File: config.mk
export PLATFORM = sky130hd
export DESIGN_NAME = seg_scan_ctrl
export DESIGN_NICKNAME = d
export VERILOG_FILES = /design/src/rtl/seg_scan_ctrl.sv
export SDC_FILE = /design/constraint.sdc
export NUM_CORES = 1
export LEC_CHECK = 0
export ABC_AREA = 0
export CAP_MARGIN = 20
export CORE_AREA = 2 2 86 121
export DETAILED_ROUTE_END_ITERATION = 10
export DIE_AREA = 0 0 88 123
export PLACE_DENSITY = 0.46
export SYNTH_ARGS = -nofsm -noshare
export SYNTH_HDL_FRONTEND = slang
export SYNTH_SLANG_ARGS = --single-unit
File: constraint.sdc
create_clock -name CLK100MHZ -period 2.9 [get_ports CLK100MHZ]
set_clock_uncertainty 0.05 [all_clocks]
set_input_delay 0.29 -clock CLK100MHZ [delete_from_list [all_inputs] [get_ports CLK100MHZ]]
set_output_delay 0.29 -clock CLK100MHZ [all_outputs]
set_load 0.01 [all_outputs]
File: src/rtl/seg_scan_ctrl.sv
// rtl/seg_scan_ctrl.sv - four-digit multiplexed 7-segment scan controller (optional SEG_LEADING_ZERO_BLANK_EN)
module seg_scan_ctrl #(
   parameter int REFRESH_DIV = 100000,
   parameter int GUARD_CYC   = 16
) (
   input  logic        CLK100MHZ,
   input  logic        CPU_RESETN,
   input  logic [15:0] digit_bcd,
   input  logic [3:0]  dp_mask,
   input  logic [3:0]  brightness,
   input  logic        blank,
   output logic [3:0]  an,
   output logic [7:0]  seg,
   output logic [1:0]  digit_idx,
   output logic        frame_tick
);

   localparam int PW = (REFRESH_DIV > 2) ? $clog2(REFRESH_DIV) : 1;
   localparam logic [PW-1:0] PRESC_LAST = PW'(REFRESH_DIV - 1);
   localparam logic [PW-1:0] GUARD_END  = PW'(GUARD_CYC);

   typedef enum logic {ST_GUARD = 1'b0, ST_DRIVE = 1'b1} state_t;

   state_t         state_q, state_d;
   logic [PW-1:0]  presc_q, presc_d;
   logic [1:0]     idx_q, idx_d;
   logic           tick_q, tick_d;
   logic [3:0]     pwm_q, pwm_d;
   logic [15:0]    sh_bcd_q, sh_bcd_d;
   logic [3:0]     sh_dp_q, sh_dp_d;
   logic           first_q, first_d;
   logic [3:0]     an_q, an_d;
   logic [7:0]     seg_q, seg_d;

   logic           slot_end;
   logic           frame_end;
   logic [3:0]     cur_nib;
   logic           cur_dp;
   logic [6:0]     glyph;
   logic           digit_dark;

   // Slot timing, PWM phase and shadow capture (shadow only changes at frame boundaries).
   always_comb begin
      slot_end  = (presc_q == PRESC_LAST);
      frame_end = slot_end && (idx_q == 2'd3);
      presc_d   = slot_end ? '0 : presc_q + 1'b1;
      idx_d     = slot_end ? idx_q + 2'd1 : idx_q;
      tick_d    = (idx_d == 2'd3) && (presc_d == PRESC_LAST);
      pwm_d     = pwm_q + 4'd1;
      first_d   = 1'b0;
      sh_bcd_d  = sh_bcd_q;
      sh_dp_d   = sh_dp_q;
      if (frame_end || first_q) begin
         sh_bcd_d = digit_bcd;
         sh_dp_d  = dp_mask;
      end
   end

   // Next state: every slot opens in GUARD and switches to DRIVE once the guard window has elapsed.
   always_comb begin
      state_d = (presc_d >= GUARD_END) ? ST_DRIVE : ST_GUARD;
   end

   // Current digit glyph lookup from the shadow copy.
   always_comb begin
      cur_nib = sh_bcd_q[3:0];
      case (idx_q)
         2'd0: cur_nib = sh_bcd_q[3:0];
         2'd1: cur_nib = sh_bcd_q[7:4];
         2'd2: cur_nib = sh_bcd_q[11:8];
         2'd3: cur_nib = sh_bcd_q[15:12];
         default: cur_nib = sh_bcd_q[3:0];
      endcase
      cur_dp = sh_dp_q[idx_q];
      case (cur_nib)
         4'd0: glyph = 7'h40;
         4'd1: glyph = 7'h79;
         4'd2: glyph = 7'h24;
         4'd3: glyph = 7'h30;
         4'd4: glyph = 7'h19;
         4'd5: glyph = 7'h12;
         4'd6: glyph = 7'h02;
         4'd7: glyph = 7'h78;
         4'd8: glyph = 7'h00;
         4'd9: glyph = 7'h10;
         default: glyph = 7'h3F;
      endcase
   end

`ifdef SEG_LEADING_ZERO_BLANK_EN
   logic [3:0] lz_dark;

   // Leading-zero suppression: a digit goes dark only if it and every digit to its left are zero.
   always_comb begin
      lz_dark[3] = (sh_bcd_q[15:12] == 4'd0);
      lz_dark[2] = lz_dark[3] && (sh_bcd_q[11:8] == 4'd0);
      lz_dark[1] = lz_dark[2] && (sh_bcd_q[7:4] == 4'd0);
      lz_dark[0] = 1'b0;
      digit_dark = lz_dark[idx_q];
   end
`else
   // Every digit is always driven.
   always_comb begin
      digit_dark = 1'b0;
   end
`endif

   // Output decision: only one anode low, gated by DRIVE, blank, PWM and suppression.
   always_comb begin
      an_d  = 4'hF;
      seg_d = 8'hFF;
      if ((state_q == ST_DRIVE) && !blank && (brightness > pwm_q) &&
          !(digit_dark && !cur_dp)) begin
         an_d  = ~(4'b0001 << idx_q);
         seg_d = {~cur_dp, (digit_dark ? 7'h7F : glyph)};
      end
   end

   // State and output registers with synchronous active-low reset.
   always_ff @(posedge CLK100MHZ) begin
      if (!CPU_RESETN) begin
         state_q  <= ST_GUARD;
         presc_q  <= '0;
         idx_q    <= 2'd0;
         tick_q   <= 1'b0;
         pwm_q    <= 4'd0;
         sh_bcd_q <= 16'h0000;
         sh_dp_q  <= 4'h0;
         first_q  <= 1'b1;
         an_q     <= 4'hF;
         seg_q    <= 8'hFF;
      end else begin
         state_q  <= state_d;
         presc_q  <= presc_d;
         idx_q    <= idx_d;
         tick_q   <= tick_d;
         pwm_q    <= pwm_d;
         sh_bcd_q <= sh_bcd_d;
         sh_dp_q  <= sh_dp_d;
         first_q  <= first_d;
         an_q     <= an_d;
         seg_q    <= seg_d;
      end
   end

   assign an         = an_q;
   assign seg        = seg_q;
   assign digit_idx  = idx_q;
   assign frame_tick = tick_q;

endmodule

After elaboration in Yosys (flattened, before gate mapping)
Memory sizes are Yosys's and may differ from the RTL's. A register that Yosys moved wholly into a read port is not among the register bits.
Cells that the tools add are included.
W data, S select, Z words.
- add/subtract/negate cells: 3
- multiply operators: 0
- divide/modulo/power cells: 0
- $lt $le $gt $ge: 3
- equal/unequal tests: 6
- shift operators: 1
- muxes and demuxes: 7
- bitwise gates (word level): 2
- reductions and logical operators: 9
- operators by type and width (operator ; count):
    $eq A17 B17 Y1 const B ; 2
    $add A17 B1 Y17 const B ; 1
    $ge A17 B5 Y1 const B ; 1
    $mux W17 ; 1
    $pmux W4 S4 ; 1
    $eq A2 B2 Y1 const B ; 3
    $add A4 B1 Y4 const B ; 1
    $gt A4 B4 Y1 ; 1
    $logic_and A1 B1 Y1 ; 4
    $not A4 Y4 ; 1
    $shl A1 B2 Y4 const A ; 1
    $lt A2 B3 Y1 const B ; 1
    $mux W1 ; 3
    $add A2 B1 Y2 const B ; 1
    $bmux W1 S2 ; 1
    $eq A2 B1 Y1 const B ; 1
    $logic_not A1 Y1 ; 2
    $logic_not A2 Y1 ; 1
    $mux W2 ; 1
    $reduce_and A2 Y1 ; 1
    $logic_or A1 B1 Y1 ; 1
    $not A1 Y1 ; 1
- register bits: 58
- latch bits: 0
- memory bits (writable): 0
- ROM bits: 112
- bits of input ports: 27
- output and inout bits: 15
- word-level logic and storage cells: 42
- memories kept: 1
- memory list (name ; words ; bits a word ; read ports ; clocked after Yosys merged registers in ; write ports ; RTL line ; RTL):
    (name not given) ; 16 ; 7 ; 1 ; 1 ; 0 ; 75 ; case (cur_nib)

Logic depth before layout (Yosys ltp)
Gate-level depths: netlist of run 1.
- depth after elaboration: 5
- mapped depth: 9

Worst setup path after synthesis of run 1
Ideal clock, no wire load.
- path type: flip-flop to flip-flop
- start: reg idx_q[0] (netlist: digit_idx[0])
- end: reg seg_q[2] (netlist: seg[2])
- library setup time: 147 ps
- arrival time: 1977 ps
- path slack: 726 ps
- stages on the path, launching flop included: 9
- clock period less this slack: 2174 ps
- path through: dfxtp_1 > inv_1 > ha_1 > a222oi_1 > a21oi_1 > nor2_1 > inv_1 > a21boi_0 > o21ai_0
- cells in the longest elaborated chain, start to end: 2
- elaborated cells on any way between the ends: 5
- ends and longest elaborated chain (what ; RTL line ; RTL):
    from (decl) ; 26 ; logic [1:0] idx_q, idx_d;
    from (signal assigned) ; 135 ; idx_q <= idx_d;
    $eq A2 B2 Y1 (tied with other cells) ; 67 ; case (idx_q)
    $pmux W4 S4 (*) ; 67 ;
    to (decl) ; 33 ; logic [7:0] seg_q, seg_d;
Mark *: on every way between the ends. The rest lies on a longest branch, timed or not.
A chain may end at the register's enable or synchronous reset.

Worst setup path after layout of run 1
- start: reg idx_q[1] (netlist: digit_idx[1])
- end: reg seg_q[2] (netlist: seg[2])
Same word-level chain as after synthesis.

==> metrics.md, run 1 <==
| Metric | Value |
|---|---|
| Outcome | `finished, final reports clean` |
| Worst hold path class | `flip-flop to flip-flop` |
| Async set or reset register ratio after synthesis | `0%` |
| Largest cells by area after synthesis | `dfxtp_1 41%, mux2i_1 8.4%, ha_1 7.0%` |
| Global-route wire length before repair | `between 10000 and 15000 um` |
| # Post-CTS Setup Buffers | `0` |
| Synth warn | `0` |
| Dominant synthesized flop cell | `dfxtp_1` |
| Ant diodes | `0` |
| Gr ovfl total | `0` |
| Lkg Pwr | `1.473 nW` |
| FILL cells | `just under 1000` |
| TritonCTS Sinks | `58` |
| Seq/Total Area, Yosys | `40.72%` |
| Net count, final | `384` |
| CP delay by family, top | `compound AO/OA/AOI/OAI gates` |
| CTS tree | `built` |
| Syn Nets | `around 340` |
| Syn Std Cell Area | `approximately 2900 um2` |
| DR vias/cell | `4.601` |
| RSZ-0062 raised after global routing | `no` |
| CTS Buffer Depth | `2` |
| Max FO, Critical Path | `7` |
| Synth top area share | `roughly two fifths` |
| IO Count | `between 40 and 50` |
| TritonCTS buffer count | `9` |
| Max_cap viols | `0` |
| Yosys cell types | `52` |
| Pre-CTS WS | `approximately 0.34 ns` |
| Die area | `10820 um2` |
| WL/cell | `roughly 14 um` |
| Pwr Density | `543.5 nW/um2` |
| Relative slew slack | `a little under two thirds` |
| Final setup vio count | `0` |
| Die Y | `~120 um` |
| Final wirelength | `approximately 6500 um` |
| Site Rows | `43` |
| Vias in the first global route | `roughly 2100` |
| Slew Viols, Final | `0` |
| Final hold violations | `0` |
| Finished Layout Cells | `between 400 and 500` |
| Via count | `between 2000 and 2500` |
| Post-synth EDFFs | `0` |
| Final ANT Viol Nets | `0` |
| Period utilization | `roughly 87%` |
| Hold-fix buffers, CTS | `0` |
| Cell taking the most area after synthesis | `dfxtp_1` |
| FMAX | `approximately 390 MHz` |
| Post-synthesis cell count | `just under 300` |
| Placed inst area | `3381 um2` |
| Critical path buffer and inverter count | `2` |
| Fin crit period | `2.532 ns` |
| Largest net degree at the start of global routing | `17` |
| CP arrival | `~2.7 ns` |
| Port Buf Inserts | `41` |
| Worst stage delay on the critical path | `between 0.4 and 0.5 ns` |
| Post-route design area | `roughly 3700 um2` |
| Final GP Congestion | `between 0.7 and 0.8` |
| Cell with the most instances on the worst path | `inv_1` |
| CP endpoint kind | `flip-flop` |
| H-tree depth | `3` |
| Clk slew on worst S/H paths | `roughly 0.050 ns` |
| CTS Root Cell | `clkbuf_16` |
| Initial Util | `a little under 30%` |
| Setup TNS | `0 ns` |
| Worst path slowest cell | `dfxtp_1` |
| Die width | `slightly below 90 um` |
| Max rail drop VDD | `approximately 0.34 mV` |
| Kind of critical path | `flip-flop to flip-flop` |
| Worst EP required | `around 3 ns` |
| Setup WS post-layout | `approximately 0.37 ns` |
| CP startpoint kind | `flip-flop` |
| Initial antenna violation count | `0` |
| GR Util All Layers | `approximately an eighth` |
| DRC | `0` |
| Synth Register Bits | `58` |
| Post-CTS Resized | `0` |
| Area grow syn2layout | `28.61%` |
| Initial DRT Pass Iterations | `5` |
| Layout cells sized above 1 | `about 11%` |
| Mean Syn Cell Area | `9.569 um2` |
| CP Cell Sequence | `inv_1, ha_1, a222oi_1, a21oi_1, nor2_1, inv_1, a21boi_0, o21ai_0` |
| Skew-Pair Late Insertion Delay | `around 0.32 ns` |
| Placed Cells | `between 400 and 500` |
| Worst Tran Pin Value | `0.5363 ns` |
| Post-DP HPWL | `between 4000 and 5000 um` |
| DRT iter0 DRCs | `113` |
| Core ar. | `slightly below 10000 um2` |
## per-stage QoR
| stage | hold WS, ns | total power, mW | utilization (%) |
|---|---|---|---|
| 5_1_grt | 0.4356 | 2.082 | 37.66 |
| 3_5_place_dp | 0.4129 | 0.9957 | 34.72 |
| 3_3_place_gp | 0.4132 | 0.9958 | 34.72 |
| 2_1_floorplan | 0.3617 | 0.9328 | - |
| 6_report | 0.4165 | 1.993 | 37.66 |
| 4_1_cts | 0.4243 | 2.028 | 37.66 |
## state kept, by name (all words and copies together), names as in the netlist
name,count
pwm_q,4
presc_q,17
digit_idx,2
sh_bcd_q,16
frame_tick,1
first_q,1
state_q,1
an,4
sh_dp_q,4
seg,8
## area by class of cell
| class | instances | area [um2] | area share, % |
|---|---|---|---|
| Sequential cell | 58 | 1161 | 31.66 |
| Multi-Input combinational cell | 212 | 1550 | 42.27 |
| Clock inverter | 6 | 57.56 | 1.569 |
| Timing Repair Buffer | 46 | 447.9 | 12.21 |
| Tap cell | 135 | 168.9 | 4.606 |
| Inverter | 14 | 52.55 | 1.433 |
| Clock buffer | 10 | 229.0 | 6.244 |
## worst paths after layout
path	slack, ns	depth (start not counted)	from	endpoint
setup / recovery	0.37	8	digit_idx[1]	seg[2]
hold / removal	0.42	1	pwm_q[0]	pwm_q[0]
setup reg to reg	0.37	8	digit_idx[1]	seg[2]
hold reg to reg	0.42	1	pwm_q[0]	pwm_q[0]
## synthesized netlist by cell type, types with 4 or more instances
cell type / n
clkbuf_1: 4
a21oi_1: 9
a222oi_1: 4
o21ai_0: 9
mux2i_1: 24
nor3_1: 4
xor2_1: 4
dfxtp_1: 58
and3_1: 4
nor2_1: 50
inv_1: 14
nand2_1: 17
xnor2_1: 17
ha_1: 16
nand3_1: 8
## cell families after synthesis
| kind of cell | share of synthesized area [%] |
|---|---|
| fa+ha+maj | 7.021 |
| simple gates | 24.22 |
| compound gates | 7.328 |
| xor+xnor | 6.450 |
| flops | 40.72 |
| mux | 9.214 |
| buf+inv | 5.046 |
## report_power, final
group,internal [mW],total [mW],switching (mW)
Combinational,0.0762,0.137,0.0604
Clock,0.657,1.02,0.359
Sequential,0.823,0.841,0.0179
## routing by layer
metal	global-route usage (%)	share of wire, %	up-vias
met3	3.738	4.0	11
met1	12.60	39	1039
met4	5.192	1.9	0
met2	24.38	55	52
li1	-	-	1111
met5	0	0	-
## placed cells by master (no fill, tap or decap), types with 8 or more instances in the layout
cell             Yosys  final
a21oi_1              9      8
clkbuf_16            0      9
clkdlybuf4s50_1      0     41
dfxtp_1             58     58
ha_1                16     16
inv_1               14     14
mux2i_1             24     24
nand2_1             17     17
nand3_1              8      8
nor2_1              50     50
o21ai_0              9      9
xnor2_1             17     17
## worst reg2reg max path, delay by kind of cell, from the launching register on
family          cells  cell delay, ns
simple gates        1            0.18
flops               1            0.46
compound gates      4            1.24
buf+inv             2            0.18
fa+ha+maj           1            0.27
Power figures use the tool's default switching activity.
==> run 2: changes to the inputs <==
--- a/config.mk
+++ b/config.mk
@@ -11,6 +11,7 @@
 export DETAILED_ROUTE_END_ITERATION = 10
 export DIE_AREA = 0 0 88 123
 export PLACE_DENSITY = 0.46
+export REMOVE_ABC_BUFFERS = 1
 export SYNTH_ARGS = -nofsm -noshare
 export SYNTH_HDL_FRONTEND = slang
 export SYNTH_SLANG_ARGS = --single-unit
==> run 2 against run 1 <==
Flip-flop and latch count did not move. Die area did not move. Routed wire length rose by 2.3%. Critical path type unchanged. Combinational power barely moved. Critical path depth did not move. Final cell count fell by 0.62%. Fmax fell by 2.0%.
==> metrics.md, run 2 (synthesis results as in run 1) <==
| Metric | Value |
|---|---|
| Initial antenna violation count | `0 (unchanged)` |
| Fin Hold WS | `0.4307 ns (was 0.4165 ns)` |
| Commonest non-fill, non-tap cell in the layout | `dfxtp_1 (unchanged)` |
| Total power | `2.049 mW (was 1.993 mW)` |
| Critical path origin | `digit_idx[0] (was digit_idx[1])` |
| Worst R2R Path Depth | `8 (unchanged)` |
| DRT iter0 DRCs | `97 (was 113)` |
| Max rail drop VDD | `0.2750 mV (was 0.3388 mV)` |
| CTS Buffer Depth | `2 (unchanged)` |
| Site Rows | `43 (unchanged)` |
| Worst hold endpoint | `pwm_q[0] (unchanged)` |
| Fin crit period | `2.583 ns (was 2.532 ns)` |
| Die width | `88 um (unchanged)` |
| CP endpoint kind | `flip-flop (unchanged)` |
| Setup TNS | `0 ns (unchanged)` |
| IO Count | `42 (unchanged)` |
| Slew Viols, Final | `0 (unchanged)` |
| Initial DRT Pass Iterations | `6 (was 5)` |
| Die Y | `123 um (unchanged)` |
| Lkg Pwr | `1.473 nW (about the same)` |
| Post-DP HPWL | `4962 um (was 4980 um)` |
| # Post-CTS Setup Buffers | `0 (unchanged)` |
| Largest net degree at the start of global routing | `26 (was 17)` |
| Period utilization | `89.08% (was 87.31%)` |
| Most frequent cells in the layout | `58 x dfxtp_1, 50 x nor2_1, 41 x clkdlybuf4s50_1, 24 x mux2i_1 (unchanged)` |
| Final hold violations | `0 (unchanged)` |
| Via count | `2221 (was 2213)` |
| Area of the multi-input gates | `1550 um2 (unchanged)` |
| Initial Util | `29.28% (unchanged)` |
| Reg with most FFs | `presc_q (unchanged)` |
| Global-route wire length before repair | `10930 um (was 10290 um)` |
| DRC | `0 (unchanged)` |
| Max FO, Critical Path | `9 (was 7)` |
| Pwr Density | `558.1 nW/um2 (was 543.5 nW/um2)` |
| RR Startpoint | `digit_idx[0] (was digit_idx[1])` |
| TritonCTS Sinks | `58 (unchanged)` |
| Skew-Pair Late Insertion Delay | `0.33 ns (was 0.32 ns)` |
| CTS Root Cell | `clkbuf_16 (unchanged)` |
| Vias in the first global route | `2204 (was 2127)` |
| RSZ-0062 raised after global routing | `no (unchanged)` |
| FILL cells | `1004 (was 988)` |
| Final setup vio count | `0 (unchanged)` |
| Area grow syn2layout | `28.74% (was 28.61%)` |
| Layout cells sized above 1 | `10.50% (was 11.27%)` |
| FMAX | `387.1 MHz (was 394.9 MHz)` |
| Worst EP required | `3.02 ns (was 3.03 ns)` |
| Register area | `1161 um2 (unchanged)` |
| Relative slew slack | `51.46% (was 63.87%)` |
| Port Buf Inserts | `41 (unchanged)` |
| Min-delay src | `pwm_q[0] (unchanged)` |
| Post-route design area | `3671 um2 (was 3667 um2)` |
| Final GP Congestion | `0.7974 (was 0.7495)` |
| R2R setup slack | `0.32 ns (was 0.37 ns)` |
| Gr ovfl total | `0 (unchanged)` |
| Core ar. | `9738 um2 (unchanged)` |
| Pre-CTS WS | `0.4107 ns (was 0.3368 ns)` |
| Net count, final | `382 (was 384)` |
| Finished Layout Cells | `478 (was 481)` |
| Placed Cells | `463 (was 465)` |
| Worst Tran Pin Value | `0.7281 ns (was 0.5363 ns)` |
| Post-CTS Resized | `0 (unchanged)` |
| H-tree depth | `3 (unchanged)` |
| Worst hold path depth | `1 (unchanged)` |
| Worst reg2reg endpoint | `seg[0] (was seg[2])` |
| Final ANT Viol Nets | `0 (unchanged)` |
| Final core utilization | `37.70% (was 37.66%)` |
| Ant diodes | `0 (unchanged)` |
| CP arrival | `2.71 ns (was 2.66 ns)` |
| Max_cap viols | `0 (unchanged)` |
| WL/cell | `13.96 um (was 13.57 um)` |
| Die area | `10820 um2 (unchanged)` |
| CP startpoint kind | `flip-flop (unchanged)` |
| TritonCTS buffer count | `9 (unchanged)` |
| Largest register FFs | `17 (unchanged)` |
| Setup WS post-layout | `0.3167 ns (was 0.3679 ns)` |
| GR Util All Layers | `13.52% (was 12.79%)` |
| CTS tree | `built (unchanged)` |
| Placed inst area | `3366 um2 (was 3381 um2)` |
| Final wirelength | `6675 um (was 6525 um)` |
| Clk slew on worst S/H paths | `0.05 ns (about the same)` |
| Worst hold path class | `flip-flop to flip-flop (unchanged)` |
| DR vias/cell | `4.646 (was 4.601)` |
| Kind of critical path | `flip-flop to flip-flop (unchanged)` |
| Outcome | `finished, final reports clean (unchanged)` |
| Hold-fix buffers, CTS | `0 (unchanged)` |
run 2: area by class of cell:
type                            instances  area share (%)
Clock inverter                          2          0.9543
Multi-Input combinational cell        212           42.23
Sequential cell                        58           31.63
Inverter                               14           1.431
Tap cell                              135           4.601
Timing Repair Buffer                   44           11.79
Clock buffer                           13           7.362
run 2: metal layers:
layer	global-route usage, %	wire length (um)	vias up
met1	15.30	2816	1039
met2	22.68	3341	58
li1	-	-	1112
met5	0	0	-
met4	7.981	191	0
met3	3.405	324	12
run 2: worst max-delay path by stage:
stage,end,slack [ns]
2_1_floorplan,sh_bcd_q[0],-0.08
3_3_place_gp,seg[2],0.50
3_5_place_dp,seg[0],0.41
4_1_cts,seg[0],0.38
5_1_grt,seg[2],0.03
6_report,seg[0],0.32
run 2: worst max-delay path, stage by stage (launching register included):
cell and delay, ns:
dfxtp_1 0.50, inv_1 0.14, ha_1 0.29, a222oi_1 0.33, a21oi_1 0.30, nor2_1 0.20
inv_1 0.05, a21boi_0 0.41, o21ai_0 0.17
run 2: power breakdown:
| group | internal [mW] | switching, mW | total [mW] |
|---|---|---|---|
| registers | 0.823 | 0.0185 | 0.842 |
| logic | 0.0747 | 0.0606 | 0.135 |
| clock network | 0.727 | 0.344 | 1.07 |
